`src/rtl/enc_speed_sampler_if.sv`:
```
// enc_speed_sampler_if
// Speed result handshake between the sampler and the MCU-side register block.
//   spd_out   : signed speed word, counts per sample period
//   spd_valid : a new, not yet acknowledged sample is present
//   spd_ack   : one-cycle acknowledge from the consumer
// Modports:
//   master : the sampler (drives spd_out/spd_valid, receives spd_ack)
//   slave  : the consumer (reads spd_out/spd_valid, drives spd_ack)
interface enc_speed_sampler_if #(
    parameter int OUT_W = 16
);
    logic [OUT_W-1:0] spd_out;
    logic             spd_valid;
    logic             spd_ack;

    modport master (output spd_out, output spd_valid, input spd_ack);
    modport slave  (input spd_out, input spd_valid, output spd_ack);
endinterface

```
`src/rtl/enc_speed_sampler.sv`:
```
// enc_speed_sampler
// Samples the quadrature position word once per PERIOD clocks, forms the signed
// per-period delta (wrap-safe modulo 2^P), saturates it to OUT_W bits and
// presents it to the MCU through a valid/ack handshake.
// Ports:
//   clk        : system clock
//   rst        : synchronous, active-high reset
//   pos_in     : position word from the encoder counter (count << SHIFT)
//   en         : sampling enable; dropping it returns the sampler to IDLE
//   clr        : synchronous clear of spd_valid, ovf and sample_cnt
//   spd_if     : master side of the speed handshake (spd_out/spd_valid/spd_ack)
//   ovf        : sticky, an unacknowledged sample was overwritten
//   sample_cnt : number of samples produced, wrapping at 16 bits
// Build option:
//   SPD_AVG4_EN : when defined, the output is the floor-average of the last four
//                 raw deltas instead of the raw delta itself.
module enc_speed_sampler #(
    parameter int PERIOD = 50000,
    parameter int SHIFT  = 7,
    parameter int OUT_W  = 16
) (
    input  logic                clk,
    input  logic                rst,
    input  logic [31:0]         pos_in,
    input  logic                en,
    input  logic                clr,
    enc_speed_sampler_if.master spd_if,
    output logic                ovf,
    output logic [15:0]         sample_cnt
);
    localparam int P  = 32 - SHIFT;
    localparam int TW = 16;
    localparam logic [TW-1:0] TIMER_LAST = TW'(PERIOD - 1);
    localparam logic signed [P+1:0] SAT_MAX = (P+2)'(2 ** (OUT_W - 1) - 1);
    localparam logic signed [P+1:0] SAT_MIN = ~SAT_MAX;

    typedef enum logic [1:0] {IDLE, PRIME, RUN} state_t;

    state_t           state_q, state_d;
    logic [TW-1:0]    timer_q, timer_d;
    logic [P-1:0]     prev_q, prev_d;
    logic [OUT_W-1:0] spd_out_q, spd_out_d;
    logic             spd_valid_q, spd_valid_d;
    logic             ovf_q, ovf_d;
    logic [15:0]      sample_cnt_q, sample_cnt_d;

    logic [P-1:0]        cur;
    logic [P-1:0]        delta;
    logic                tick;
    logic signed [P+1:0] sat_in;
    logic                unused_low_bits;

    function automatic logic signed [P+1:0] sext(input logic [P-1:0] v);
        return {{2{v[P-1]}}, v};
    endfunction

    function automatic logic [OUT_W-1:0] sat(input logic signed [P+1:0] v);
        logic [OUT_W-1:0] r;
        if (v > SAT_MAX) begin
            r = {1'b0, {(OUT_W-1){1'b1}}};
        end else if (v < SAT_MIN) begin
            r = {1'b1, {(OUT_W-1){1'b0}}};
        end else begin
            r = v[OUT_W-1:0];
        end
        return r;
    endfunction

    assign cur             = pos_in[31:SHIFT];
    assign unused_low_bits = ^pos_in[SHIFT-1:0];
    // Modulo-2^P subtraction keeps the delta correct across counter wrap.
    assign delta           = cur - prev_q;

`ifdef SPD_AVG4_EN
    // The current delta is the fourth history entry, so only the three
    // previous deltas need storage. Entry 0 is the most recent one.
    logic [2:0][P-1:0]   hist_q, hist_d;
    logic signed [P+1:0] hist_sum;

    always_comb begin
        hist_d   = hist_q;
        hist_sum = sext(delta) + sext(hist_q[0]) + sext(hist_q[1]) + sext(hist_q[2]);
        if (!en) begin
            hist_d = '0;
        end else if (tick) begin
            hist_d[0] = delta;
            hist_d[1] = hist_q[0];
            hist_d[2] = hist_q[1];
        end
    end

    // Arithmetic shift floors toward minus infinity.
    assign sat_in = hist_sum >>> 2;

    always_ff @(posedge clk) begin
        if (rst) begin
            hist_q <= '0;
        end else begin
            hist_q <= hist_d;
        end
    end
`else
    assign sat_in = sext(delta);
`endif

    // Sampling FSM and handshake. PRIME throws away the first, partial
    // interval after enable so every reported delta spans a full period.
    always_comb begin
        state_d      = state_q;
        timer_d      = timer_q;
        prev_d       = prev_q;
        spd_out_d    = spd_out_q;
        spd_valid_d  = spd_valid_q;
        ovf_d        = ovf_q;
        sample_cnt_d = sample_cnt_q;
        tick         = 1'b0;

        if (!en) begin
            state_d = IDLE;
            timer_d = '0;
        end else begin
            case (state_q)
                IDLE: begin
                    prev_d  = cur;
                    timer_d = '0;
                    state_d = PRIME;
                end
                PRIME: begin
                    if (timer_q == TIMER_LAST) begin
                        prev_d  = cur;
                        timer_d = '0;
                        state_d = RUN;
                    end else begin
                        timer_d = timer_q + 1'b1;
                    end
                end
                RUN: begin
                    if (timer_q == TIMER_LAST) begin
                        tick    = 1'b1;
                        prev_d  = cur;
                        timer_d = '0;
                    end else begin
                        timer_d = timer_q + 1'b1;
                    end
                end
                default: begin
                    state_d = IDLE;
                    timer_d = '0;
                end
            endcase
        end

        // A new sample beats a simultaneous ack; only an unacked overwrite
        // counts as overflow.
        if (tick) begin
            spd_out_d    = sat(sat_in);
            spd_valid_d  = 1'b1;
            sample_cnt_d = sample_cnt_q + 1'b1;
            if (spd_valid_q && !spd_if.spd_ack) begin
                ovf_d = 1'b1;
            end
        end else if (spd_if.spd_ack) begin
            spd_valid_d = 1'b0;
        end

        // clr still lets a coincident sample land in spd_out.
        if (clr) begin
            spd_valid_d  = 1'b0;
            ovf_d        = 1'b0;
            sample_cnt_d = '0;
        end
    end

    // State register with synchronous reset.
    always_ff @(posedge clk) begin
        if (rst) begin
            state_q      <= IDLE;
            timer_q      <= '0;
            prev_q       <= '0;
            spd_out_q    <= '0;
            spd_valid_q  <= 1'b0;
            ovf_q        <= 1'b0;
            sample_cnt_q <= '0;
        end else begin
            state_q      <= state_d;
            timer_q      <= timer_d;
            prev_q       <= prev_d;
            spd_out_q    <= spd_out_d;
            spd_valid_q  <= spd_valid_d;
            ovf_q        <= ovf_d;
            sample_cnt_q <= sample_cnt_d;
        end
    end

    assign spd_if.spd_out   = spd_out_q;
    assign spd_if.spd_valid = spd_valid_q;
    assign ovf              = ovf_q;
    assign sample_cnt       = sample_cnt_q;
endmodule

```
`src/flat_wrapper.sv`:
```
// flat-port wrapper written by rule: the top's interface ports become plain ports
module enc_speed_sampler_flat 
#(
    parameter int PERIOD = 50000,
    parameter int SHIFT  = 7,
    parameter int OUT_W  = 16
)
  (clk, rst, pos_in, en, clr, ovf, sample_cnt, spd_if_spd_out, spd_if_spd_valid, spd_if_spd_ack);
  enc_speed_sampler_if #(.OUT_W(OUT_W)) spd_if_i ();
  input  logic clk;
  input  logic rst;
  input  logic [31:0] pos_in;
  input  logic en;
  input  logic clr;
  output logic ovf;
  output logic [15:0] sample_cnt;
  output wire logic [$bits(spd_if_i.spd_out)-1:0] spd_if_spd_out;
  output wire logic [$bits(spd_if_i.spd_valid)-1:0] spd_if_spd_valid;
  input wire logic [$bits(spd_if_i.spd_ack)-1:0] spd_if_spd_ack;
  assign spd_if_spd_out = spd_if_i.spd_out;
  assign spd_if_spd_valid = spd_if_i.spd_valid;
  assign spd_if_i.spd_ack = spd_if_spd_ack;
  enc_speed_sampler #(.PERIOD(PERIOD), .SHIFT(SHIFT), .OUT_W(OUT_W)) u_core (.clk(clk), .rst(rst), .pos_in(pos_in), .en(en), .clr(clr), .spd_if(spd_if_i), .ovf(ovf), .sample_cnt(sample_cnt));
endmodule
```
`config.mk`:
```
export PLATFORM = sky130hd
export DESIGN_NAME = enc_speed_sampler_flat
export DESIGN_NICKNAME = d
export VERILOG_FILES = /design/src/rtl/enc_speed_sampler_if.sv /design/src/rtl/enc_speed_sampler.sv /design/src/flat_wrapper.sv
export SDC_FILE = /design/constraint.sdc
export NUM_CORES = 1
export LEC_CHECK = 0
export BUFFER_PORTS_ARGS = -buffer_cell sky130_fd_sc_hd__buf_2
export CAP_MARGIN = 20
export CORE_ASPECT_RATIO = 0.5
export CORE_MARGIN = 2
export CORE_UTILIZATION = 60
export CTS_BUF_LIST = sky130_fd_sc_hd__clkbuf_2 sky130_fd_sc_hd__clkbuf_4 sky130_fd_sc_hd__clkbuf_8
export DETAILED_ROUTE_END_ITERATION = 7
export MAX_ROUTING_LAYER = met4
export PLACE_DENSITY_LB_ADDON = 0.3
export SYNTH_ARGS = -nofsm -noshare
export SYNTH_HDL_FRONTEND = slang
export SYNTH_SLANG_ARGS = --single-unit
```
`constraint.sdc`:
```
create_clock -name clk -period 4.5 [get_ports clk]
set_input_delay 1.35 -clock clk [delete_from_list [all_inputs] [get_ports clk]]
set_output_delay 1.35 -clock clk [all_outputs]
set_load 0.01 [all_outputs]
```
Word level (Yosys, flattened, before mapping)
Index checks and enable logic that the tools add are counted.
{"block": "op_classes", "n_addsub": 3, "order_cmp": 2, "eq_ne": 5, "n_mux": 11, "n_bitwise": 3, "reduce_logical": 12}
{"op": "one-hot mux 25 bit (2 select lines)", "n": 1}
{"op": "adder 16 x 1 -> 16 bit, second input constant", "n": 2}
{"op": "2-to-1 mux 16 bit", "n": 2}
{"op": "greater-than comparator 25 x 16 -> 1 bit, second input constant", "n": 1}
{"op": "< comparator 25 x 16 -> 1 bit, second input constant", "n": 1}
{"op": "2-to-1 mux 25 bit", "n": 1}
{"op": "subtractor 25 bit", "n": 1}
{"op": "== test 16 bit, second input constant", "n": 1}
{"op": "one-hot mux 2 bit (3 select lines)", "n": 1}
{"op": "OR reduction 2 bit", "n": 3}
{"op": "2-to-1 mux 1 bit", "n": 5}
{"op": "inequality test 2 x 1 -> 1 bit, second input constant", "n": 2}
{"op": "AND reduction 2 bit", "n": 2}
{"op": "nonzero test 2 bit", "n": 2}
{"op": "OR reduction 4 bit", "n": 1}
{"op": "inverter 1 bit", "n": 3}
{"op": "AND reduction 3 bit", "n": 1}
{"op": "== test 2 x 1 -> 1 bit, second input constant", "n": 1}
{"op": "== test 2 bit, second input constant", "n": 1}
{"op": "logical NOT 2 bit", "n": 1}
{"op": "2-to-1 mux 2 bit", "n": 1}
{"op": "logical AND 1 bit", "n": 1}
{"op": "logical NOT 1 bit", "n": 1}
{"block": "totals", "reg_bits": 77, "input_bits": 37, "out_inout_bits": 34, "elab_cells": 43}

Longest topological paths before layout
Gate-level depths: netlist (run 1).
{"block": "logic_depth", "word_depth": 5, "ltp_mapped": 14, "depth_no_buf": 12}

Least setup slack after synthesis (run 1)
OpenSTA, ideal clock, no wires.
{"block": "synth_timing", "kind": "input port to flip-flop", "from": "in pos_in[14]", "to": "reg u_core.spd_out_q[10], in the netlist u_core.spd_if.spd_out[10]", "setup_ps": 118, "arrival_time_ps": 3472, "t_required_ps": 4382, "setup_slack_ps": 909, "path_stages": 11, "n_path_buf": 1, "cell_sequence": "ha_1 -> a21o_1 -> nand2b_4 -> o21a_4 -> o211a_1 -> o41a_1 -> nor3_2 -> nand4_2 -> buf_6 -> o211ai_2 -> o21ai_2"}
{"block": "synth_via", "elab_chain_cells": 4, "elab_cells_between_ends": 5}
{"element": "start: declaration", "line_no": "flat_wrapper.sv:12", "text": "input logic [31:0] pos_in;"}
{"element": "subtractor 25 bit (*)", "line_no": "enc_speed_sampler.sv:72", "text": "assign delta = cur - prev_q;"}
{"element": "< comparator 25 x 16 -> 1 bit", "line_no": "enc_speed_sampler.sv:61", "text": "end else if (v < SAT_MIN) begin"}
{"element": "2-to-1 mux 16 bit", "line_no": "enc_speed_sampler.sv:61"}
{"element": "2-to-1 mux 16 bit (*)", "line_no": "enc_speed_sampler.sv:59", "text": "if (v > SAT_MAX) begin"}
{"element": "end signal: assignment", "line_no": "enc_speed_sampler.sv:188", "text": "spd_out_q <= spd_out_d;"}
{"element": "end: declaration", "line_no": "enc_speed_sampler.sv:42", "text": "logic [OUT_W-1:0] spd_out_q, spd_out_d;"}
Every way passes the cells marked *; elsewhere a longest branch is shown, timed or not.
A chain may end at the register's enable or synchronous reset.

Final worst setup path (run 1)
{"block": "layout_timing", "from": "in pos_in[7]", "to": "reg u_core.spd_out_q[1], in the netlist u_core.spd_if.spd_out[1]"}
The elaborated chain is that of the path after synthesis.

==> impl_metrics.toml, run 1 <==
[flow_run]
cap_violations = 0

[floorplan]
row_count = 22
initial_core_util_pct = 63.7
die-width_um = 131
die_area_um2 = 8780
coreArea_um2 = 7540
die_h_um = 67.3
io_pins = 71

[setup_path]
arrival_ns = 4.24
r2r_start = "u_core.prev_q[10]$_SDFFE_PP0P_"
cp_common_cell = "a21oi_2"
path_max_fanout = 15
reg2reg_depth = 11
slowest_delay_ns = 0.81
crit_required_ns = 4.72
worstPathCellList = "buf_2 -> inv_1 -> ha_1 -> fa_1 -> nand2b_1 -> a21oi_2 -> o211ai_1 -> nand3b_1 -> a21oi_1 -> xor2_1 -> nor4_2 -> a21oi_2 -> o21ai_1"
path_class = "input pin to flip-flop"
crit_family = "compound AO/OA/AOI/OAI gates"
rrSetupSlack_ns = 1.22
crit_slowest_cell = "a21oi_2"
worstReg2RegEnd = "u_core.spd_if.spd_out[1]$_SDFFE_PP0P_"
crit_buf_inv = 2
startpoint_type = "input pin"
end_kind = "flip-flop"

[timing]
rsz0062_at_grt = "false"
max_freq_mhz = 248
slew_violations = 0
hold_slack_ns = 0.469
min_period_over_period_pct = 89.5
tns_ns = 0
setup_violations = 0
layout_setup_ws_ns = 0.473
relSlewSlack_pct = 32.6
finalClockSkew_ns = 0.00778
finalHoldViolations = 0
tightest_slew_ns = 1.01
finalCriticalPeriod_ns = 4.03

[yosys]
synth_cells = 579
yosysSeqAreaShare_pct = 32.1
synth_edf_count = 0
ys_seq_elements = 77
synth.avg_cell_area_um2 = 8.29
synth_top_flop_cell = "dfxtp_1"
synth_nets = 646
yosys.area.top_type = "dfxtp_1"
netlist.area_leader.share_pct = 32.1
syn_area_um2 = 4800
yosysWarningCount = 0
ys_top_cells_by_area = "dfxtp_1 (32%), nor2_1 (8.2%), ha_1 (7.6%), mux2i_1 (5.4%), xnor2_1 (4.4%)"
ys_types = 58
async_flop_share_pct = 0

[detailed_routing]
detail-route-antenna-nets = 0
wire_per_inst_um = 13.8
routed_wl_mm = 10.4
dr.pass1.iters = 4
avgViaCountPerCell = 5.49
num_vias = 4120
drt-initial-drc-count = 175
drc = 0

[power]
switchingPower_uw = 510
p_seq_share_pct = 43.2
power.density_nw_per_um2 = 303
internal_power_uw = 1120
p_leak_uw = 0.00222
clock_power_share_pct = 33.6
p_comb_share_pct = 23.2
ir_worst_vdd_mv = 0.170
switching_share_pct = 31.3

[final_layout]
fillers = 655
layout-drive-gt1-share_pct = 20.6
final_nets = 704
area_growth_pct = 12.1
final_core_util_pct = 71.4
instances_no_fill = 750
antenna_cells = 0

[hold_path]
holdPathStages = 1
worstHoldEndpoint = "u_core.timer_q[0]$_SDFF_PP0_"
min-delay-start = "u_core.timer_q[0]$_SDFF_PP0_"
min_path_type = "flip-flop to flip-flop"

[grt]
grt_pass1_wl_mm = 17.1
grt.overflow.total = 0
grt_pass1_vias = 3784
grt_max_degree = 46
gr-usage-all-layers_pct = 25.6
grt_antenna_before_repair = 0

[clock_tree]
cts_setup_buffers = 0
cts_tree = "yes"
htree_levels = 3
cts_resized = 0
path_clk_slew_ns = 0.08
root_buffer = "clkbuf_8"
clock_sinks = 77
cts_buffers = 9
clock_latency_ns = 0.37
clockBufferDepth = 2
hold_buffers = 0

[placement]
gp_congestion = 0.932
place_worst_setup_slack_ns = 0.125
place_hpwl_mm = 7.48
portBuffers = 63
dp.cells = 734

[status]
outcome = "complete, no violations"
[cell usage after synthesis (2+ instances only)]
library cell / count
a21o_1: 2
nand2b_1: 9
buf_6: 3
nand4_1: 11
o211ai_2: 11
a21oi_1: 31
nor2_1: 105
nor4b_1: 2
o211a_1: 2
xnor2_1: 24
o21ai_0: 16
a21oi_2: 5
and4_1: 2
and3_1: 8
a211oi_1: 2
nor4_2: 2
o21ai_2: 13
or2_2: 2
nor2b_1: 6
nand3_1: 17
clkbuf_1: 9
o21a_1: 2
o211ai_1: 11
buf_2: 7
nor3_1: 6
or3_1: 5
nand2_1: 40
o21ai_1: 7
xor2_1: 22
dfxtp_1: 77
ha_1: 29
a31oi_1: 3
mux2i_1: 26
buf_1: 2
and2_1: 4
inv_1: 33
o21bai_1: 2
[power by group through the flow]
stage,clock network (µW),logic [µW],registers (µW)
after floorplan,0,300,719
after global placement,0,365,719
after detailed placement,0,373,721
after CTS,557,376,705
after global routing,588,416,707
final,548,379,705
[placed cells by master, fill, tap and decap left out, types with 3 or more instances in the layout]
master	count
nor2_1	105
dfxtp_1	77
buf_2	63
nand2_1	40
inv_1	33
a21oi_1	31
ha_1	29
mux2i_1	26
xnor2_1	24
xor2_1	22
nand3_1	17
o21ai_0	16
o21ai_2	13
nand4_1	11
o211ai_1	11
o211ai_2	11
clkbuf_8	10
nand2b_1	9
and3_1	8
o21ai_1	7
buf_4	7
nor3_1	6
nor2b_1	6
or3_1	5
a21oi_2	5
and2_1	4
a31oi_1	3
[per-layer routing]
metal	GRT usage [%]	routed length [µm]
met2	44.0	4940
met1	30.5	4790
met5	-	0
met4	7.18	101
met3	6.18	518
[area by class of cell]
type                    instances  area (µm²)  area share, %
multi-input cells             445        3010           55.9
repair buffers                 70         368           6.83
flip-flops and latches         77        1540           28.6
well taps                     108         135           2.51
inverters                      34         128           2.37
clock buffers                  11         145           2.70
clock inverters                 5        58.8           1.09
[through the flow]
| step | power, µW | instance area, µm² |
|---|---|---|
| detailed placement | 1090 | 5180 |
| global placement | 1080 | 5180 |
| floorplan | 1020 | 4800 |
| finish | 1630 | 5380 |
| global route | 1710 | 5380 |
| CTS | 1640 | 5380 |
[cells by family after synthesis]
kind of cell / after synthesis / synth area share (%)
muxes: 27 / 5.66
adders and majority gates: 30 / 7.98
xor gates and xnor gates: 46 / 8.39
DFF: 77 / 32.1
buffers and inverters: 57 / 5.26
and+or+nand+nor: 226 / 22.4
AOI/OAI and AO/OA: 116 / 18.2
[registers in the layout, summed over array words and instances, names as in the netlist]
| signal | flops |
|---|---|
| u_core.spd_if.spd_out | 16 |
| u_core.ovf | 1 |
| u_core.timer_q | 16 |
| u_core.spd_if.spd_valid | 1 |
| u_core.sample_cnt | 16 |
| u_core.prev_q | 25 |
| u_core.state_q | 2 |
[worst max-delay path by stage]
stage	start	end	cells after the start
floorplan	pos_in[14]	u_core.spd_if.spd_out[10]$_SDFFE_PP0P_	11
global route	pos_in[17]	u_core.spd_if.spd_out[1]$_SDFFE_PP0P_	11
global placement	pos_in[7]	u_core.spd_if.spd_out[0]$_SDFFE_PP0P_	13
CTS	pos_in[7]	u_core.spd_if.spd_out[1]$_SDFFE_PP0P_	13
finish	pos_in[7]	u_core.spd_if.spd_out[1]$_SDFFE_PP0P_	13
detailed placement	pos_in[17]	u_core.spd_if.spd_out[1]$_SDFFE_PP0P_	11
(Power assumes the default switching activity.)
==> run 2, diff against run 1 <==
CELL_PAD_IN_SITES_DETAIL_PLACEMENT = 1   (was unset)
CELL_PAD_IN_SITES_GLOBAL_PLACEMENT = 1   (was unset)
CORE_UTILIZATION = 44   (was 60)
==> impl_metrics.toml, run 2 (same netlist as run 1, synthesis figures left out) <==
[status]
outcome = "complete, no violations"

[setup_path]
path_max_fanout = 15
slowest_delay_ns = 0.39
cp_common_cell = "o211ai_1"
path_class = "input pin to flip-flop"
startpoint_type = "input pin"
reg2reg_depth = 12
crit_buf_inv = 3
crit_required_ns = 4.76
arrival_ns = 3.88
crit_family = "compound AO/OA/AOI/OAI gates"
worstReg2RegEnd = "u_core.spd_if.spd_out[1]$_SDFFE_PP0P_"
crit_slowest_cell = "fa_1"
rrSetupSlack_ns = 1.66
worstPathCellList = "buf_2 -> inv_1 -> ha_1 -> fa_1 -> nand2b_1 -> a21oi_2 -> o211ai_1 -> and2_1 -> o41a_1 -> nor3_2 -> nand4_2 -> buf_4 -> o211ai_1 -> o21ai_1"
r2r_start = "u_core.prev_q[7]$_SDFFE_PP0P_"
startpoint = "pos_in[7]"
end_kind = "flip-flop"

[timing]
relSlewSlack_pct = 55.1
finalCriticalPeriod_ns = 3.62
rsz0062_at_grt = "false"
max_freq_mhz = 276
slew_violations = 0
tightest_slew_ns = 0.671
min_period_over_period_pct = 80.5
finalHoldViolations = 0
finalClockSkew_ns = 0.0138
tns_ns = 0
setup_violations = 0

[power]
p_comb_share_pct = 23.6
p_leak_uw = 0.00222
internal_power_uw = 1110
power.density_nw_per_um2 = 304
p_total_uw = 1650
switchingPower_uw = 533
ir_worst_vdd_mv = 0.128
switching_share_pct = 32.4
clock_power_share_pct = 33.6
p_seq_share_pct = 42.8

[clock_tree]
cts_buffers = 9
hold_buffers = 0
clockBufferDepth = 2
htree_levels = 3
cts_tree = "yes"
path_clk_slew_ns = 0.09
cts_setup_buffers = 0
cts_resized = 0
clock_latency_ns = 0.37
clock_sinks = 77
root_buffer = "clkbuf_8"

[final_layout]
final_nets = 704
area_growth_pct = 12.9
fillers = 1310
layout-drive-gt1-share_pct = 20.6
final_cell_mix = "nor2_1 (105), dfxtp_1 (77), buf_2 (63)"
largest_register_ffs = 25
antenna_cells = 0
final_common_cell = "nor2_1"
top_register = "u_core.prev_q"

[detailed_routing]
wire_per_inst_um = 14.9
drc = 0
dr.pass1.iters = 4
drt-initial-drc-count = 96
routed_wl_mm = 11.7
detail-route-antenna-nets = 0
num_vias = 4152
avgViaCountPerCell = 5.31

[floorplan]
coreArea_um2 = 10400
row_count = 26
initial_core_util_pct = 46.1
io_pins = 71
die-width_um = 152
die_h_um = 77.9
die_area_um2 = 11800

[grt]
grt_pass1_vias = 4292
grt_max_degree = 46
grt_antenna_before_repair = 0
grt.overflow.total = 0
gr-usage-all-layers_pct = 21.6
grt_pass1_wl_mm = 20.0

[flow_run]
cap_violations = 0

[hold_path]
min-delay-start = "u_core.timer_q[0]$_SDFF_PP0_"
holdPathStages = 1
worstHoldEndpoint = "u_core.timer_q[0]$_SDFF_PP0_"
min_path_type = "flip-flop to flip-flop"

[placement]
gp_congestion = 0.838
portBuffers = 63
place_hpwl_mm = 8.58
-- run 2: cell count changes in the layout (fill, tap and decap cells not counted) --
cell	change
inv_6	+1
clkinv_2	-1
clkbuf_8	-1
clkinvlp_4	+1
-- run 2: worst max path at each step --
stage	end	cells after the start
after global routing	u_core.spd_if.spd_out[1]$_SDFFE_PP0P_	14
after detailed placement	u_core.spd_if.spd_out[1]$_SDFFE_PP0P_	14
after CTS	u_core.spd_if.spd_out[0]$_SDFFE_PP0P_	14
after global placement	u_core.spd_if.spd_out[1]$_SDFFE_PP0P_	14
after floorplan	u_core.spd_if.spd_out[10]$_SDFFE_PP0P_	11
final	u_core.spd_if.spd_out[1]$_SDFFE_PP0P_	14
-- run 2: metrics by stage --
step / setup WS (ns) / std cells / utilization [%] / cell area, µm² / hold WS, ns
2_1_floorplan: 0.909 / 579 / - / 4800 / 0.413
3_3_place_gp: 0.585 / 766 / 50.1 / 5220 / 0.428
3_5_place_dp: 0.527 / 766 / 50.1 / 5220 / 0.443
4_1_cts: 0.910 / 782 / 52.1 / 5420 / 0.462
5_1_grt: 0.685 / 782 / 52.1 / 5420 / 0.481
6_report: 0.877 / 782 / 52.1 / 5420 / 0.452
-- run 2: routing by layer --
layer	up-vias	global-route usage, %	routed length (µm)
met3	10	4.88	373
li1	2102	-	-
met1	1994	26.3	5640
met2	46	36.4	5530
met4	0	5.19	120
met5	-	-	0
-- run 2: final cells by class --
class / instances / area (µm²) / area share [%]
timing repair buffer: 70 / 368 / 6.79
clock buffer: 10 / 131 / 2.42
tap: 140 / 175 / 3.23
clock inverter: 6 / 70.1 / 1.29
multi-input combinational: 445 / 3010 / 55.5
sequential: 77 / 1540 / 28.4
inverter: 34 / 128 / 2.35
-- run 2: power by group through the flow --
stage / Combinational (µW) / Sequential [µW] / Clock (µW)
after detailed placement: 385 / 721 / 0
after global placement: 377 / 719 / 0
after global routing: 433 / 707 / 591
after floorplan: 300 / 719 / 0
after CTS: 389 / 705 / 565
final: 389 / 705 / 552
==> run 3, diff against run 2 <==
ABC_AREA = 1   (was unset)
CORE_UTILIZATION = 38   (was 44)
clock period = 3.1 ns   (was 4.5 ns; I/O delays follow)
==> impl_metrics.toml, run 3 <==
[yosys]
synth.avg_cell_area_um2 = 6.41
syn_area_um2 = 5110
ys_top_cells_by_area = "dfxtp_1 (30%), nand2_1 (16%), inv_1 (11%), ha_1 (7.1%), a21oi_1 (6.6%)"
synth_edf_count = 0
synth_nets = 864
yosys.area.top_type = "dfxtp_1"
async_flop_share_pct = 0
synth_common_cells = "nand2_1 (214), inv_1 (145), dfxtp_1 (77), a21oi_1 (67), nor2_1 (60)"
yosysSeqAreaShare_pct = 30.2
synth_most_common_cell = "nand2_1"
ys_seq_elements = 77
synth_cells = 797
ys_types = 37
synth_top_flop_cell = "dfxtp_1"
netlist.area_leader.share_pct = 30.2
yosysWarningCount = 0

[final_layout]
antenna_cells = 0
final_core_util_pct = 46.9
final_cell_mix = "nand2_1 (214), inv_1 (144), dfxtp_1 (77)"
area_growth_pct = 18.3
multi_input_area_um2 = 2990
fillers = 1750
final_common_cell = "nand2_1"
instances_no_fill = 1065
layout-drive-gt1-share_pct = 16.0
largest_register_ffs = 25
final_nets = 957
top_register = "u_core.prev_q"
register_area_um2 = 1540

[detailed_routing]
dr.pass1.iters = 4
avgViaCountPerCell = 4.93
num_vias = 5252
drt-initial-drc-count = 258
drc = 0
wire_per_inst_um = 14.0
routed_wl_mm = 14.9
detail-route-antenna-nets = 0

[power]
p_leak_uw = 0.00297
power.density_nw_per_um2 = 449
internal_power_uw = 1670
ir_worst_vdd_mv = 0.168
switchingPower_uw = 1040
p_comb_share_pct = 34.4
clock_power_share_pct = 27.3
switching_share_pct = 38.4
p_seq_share_pct = 38.3

[placement]
gp_congestion = 0.871
place_hpwl_mm = 11.9
dp.cells = 1048
place_worst_setup_slack_ns = -0.211
portBuffers = 63

[status]
outcome = "complete, no violations"

[setup_path]
cp_common_cell = "nand2_1"
path_class = "input pin to flip-flop"
arrival_ns = 3.09
worstPathCellList = "buf_2 -> inv_1 -> ha_1 -> fa_2 -> inv_2 -> nand2_1 -> nand2_1 -> nand3_1 -> nand2_2 -> nand2_1 -> nand2_1 -> nand2_1 -> nand2_1 -> nand3_1 -> nor2_1 -> nand3_1 -> a21oi_4 -> buf_12 -> a21oi_1"
startpoint_type = "input pin"
crit_slowest_cell = "fa_2"
crit_buf_inv = 4
crit_required_ns = 3.36
path_max_fanout = 15
slowest_delay_ns = 0.37
crit_family = "simple AND/OR/NAND/NOR gates"
end_kind = "flip-flop"

[timing]
layout_setup_ws_ns = 0.270
relSlewSlack_pct = 49.1
rsz0062_at_grt = "false"
tightest_slew_ns = 0.763
setup_violations = 0
finalHoldViolations = 0
slew_violations = 0
finalClockSkew_ns = 0.0142
min_period_over_period_pct = 91.3
max_freq_mhz = 353
finalCriticalPeriod_ns = 2.83

[clock_tree]
cts_buffers = 9
path_clk_slew_ns = 0.09
cts_tree = "yes"
clockBufferDepth = 2
clock_sinks = 77
htree_levels = 3
root_buffer = "clkbuf_8"
clock_latency_ns = 0.38
hold_buffers = 0

[grt]
busiest_layer = "met2"
gr-usage-all-layers_pct = 22.4
grt_pass1_wl_mm = 25.3
grt.overflow.total = 0
use_met3_pct = 3.69
met2_usage_pct = 37.3
grt_antenna_before_repair = 0
grt_max_degree = 49
grt_pass1_vias = 5317
grt_use_met1_pct = 28.8

[floorplan]
io_pins = 71
initial_core_util_pct = 39.7
die_area_um2 = 14400
coreArea_um2 = 12900
die_h_um = 86.0
row_count = 29
die-width_um = 168

[hold_path]
min_path_type = "flip-flop to flip-flop"

[flow_run]
cap_violations = 0
-- run 3: cell count changes in the layout (fill, tap and decap cells not counted), moves of 11 or more --
| cell | change |
|---|---|
| a21oi_1 | +36 |
| nand2_1 | +174 |
| o21ai_0 | +31 |
| nor2_1 | -46 |
| nand3_1 | +19 |
| o211ai_2 | -11 |
| o21ai_2 | -13 |
| mux2i_1 | -26 |
| buf_4 | +25 |
| nor3b_1 | +12 |
| xnor2_1 | -19 |
| inv_1 | +111 |
-- run 3: logic make-up after synthesis --
kind of cell	count (synthesis)	share of synthesized area (%)
and+or+nand+nor	384	33.6
buffers and inverters	160	12.1
AOI/OAI and AO/OA	125	13.0
DFF	77	30.2
adders and majority gates	30	7.49
xor gates and xnor gates	21	3.60
-- run 3: routing by layer --
layer	wire, µm	vias to the layer above
met3	385	17
met4	141	0
met2	6740	55
li1	-	2705
met1	7630	2475
met5	0	-
-- run 3: area by class of cell --
cell class	instances	share of cell area, %
clock buffers	9	2.05
multi-input cells	561	49.5
flip-flops and latches	77	25.5
clock inverters	7	0.932
well taps	170	3.52
inverters	145	9.01
repair buffers	96	9.52
-- run 3: power by group through the flow --
| stage | logic, µW | registers [µW] | clock network (µW) |
|---|---|---|---|
| after detailed placement | 906 | 1060 | 0 |
| after global placement | 877 | 1060 | 0 |
| after global routing | 1060 | 1040 | 802 |
| after CTS | 914 | 1040 | 771 |
| after floorplan | 614 | 1060 | 0 |
| final | 935 | 1040 | 741 |
-- run 3: metrics by stage --
stage / hold WS, ns / setup TNS (ns) / cell area [µm²] / power, µW
6_report: 0.458 / 0 / 6040 / 2710
5_1_grt: 0.483 / 0 / 6040 / 2910
4_1_cts: 0.464 / 0 / 6010 / 2720
3_5_place_dp: 0.450 / -2.65 / 5830 / 1970
3_3_place_gp: 0.429 / -1.70 / 5830 / 1940
2_1_floorplan: 0.418 / 0 / 5110 / 1670
-- run 3: final timing paths --
| check | startpoint | endpoint | slack (ns) | depth (start not counted) |
|---|---|---|---|---|
| worst min-delay path | u_core.prev_q[8]$_SDFFE_PP0P_ | u_core.prev_q[8]$_SDFFE_PP0P_ | 0.46 | 2 |
| worst max register to register | u_core.prev_q[7]$_SDFFE_PP0P_ | u_core.spd_if.spd_out[4]$_SDFFE_PP0P_ | 0.62 | 18 |
| worst min register to register | u_core.prev_q[8]$_SDFFE_PP0P_ | u_core.prev_q[8]$_SDFFE_PP0P_ | 0.46 | 2 |
| worst max-delay path | pos_in[7] | u_core.spd_if.spd_out[4]$_SDFFE_PP0P_ | 0.27 | 19 |
-- run 3: worst min-delay path, cell delays in order, from the launching register on --
cell and delay [ns]:
dfxtp_1 0.30, inv_1 0.06, a21oi_1 0.05
-- run 3: repair_timing --
action	4_1_cts	5_1_grt
setup buffers	0	0
gates resized for setup	0	7
setup endpoints to repair	0	15
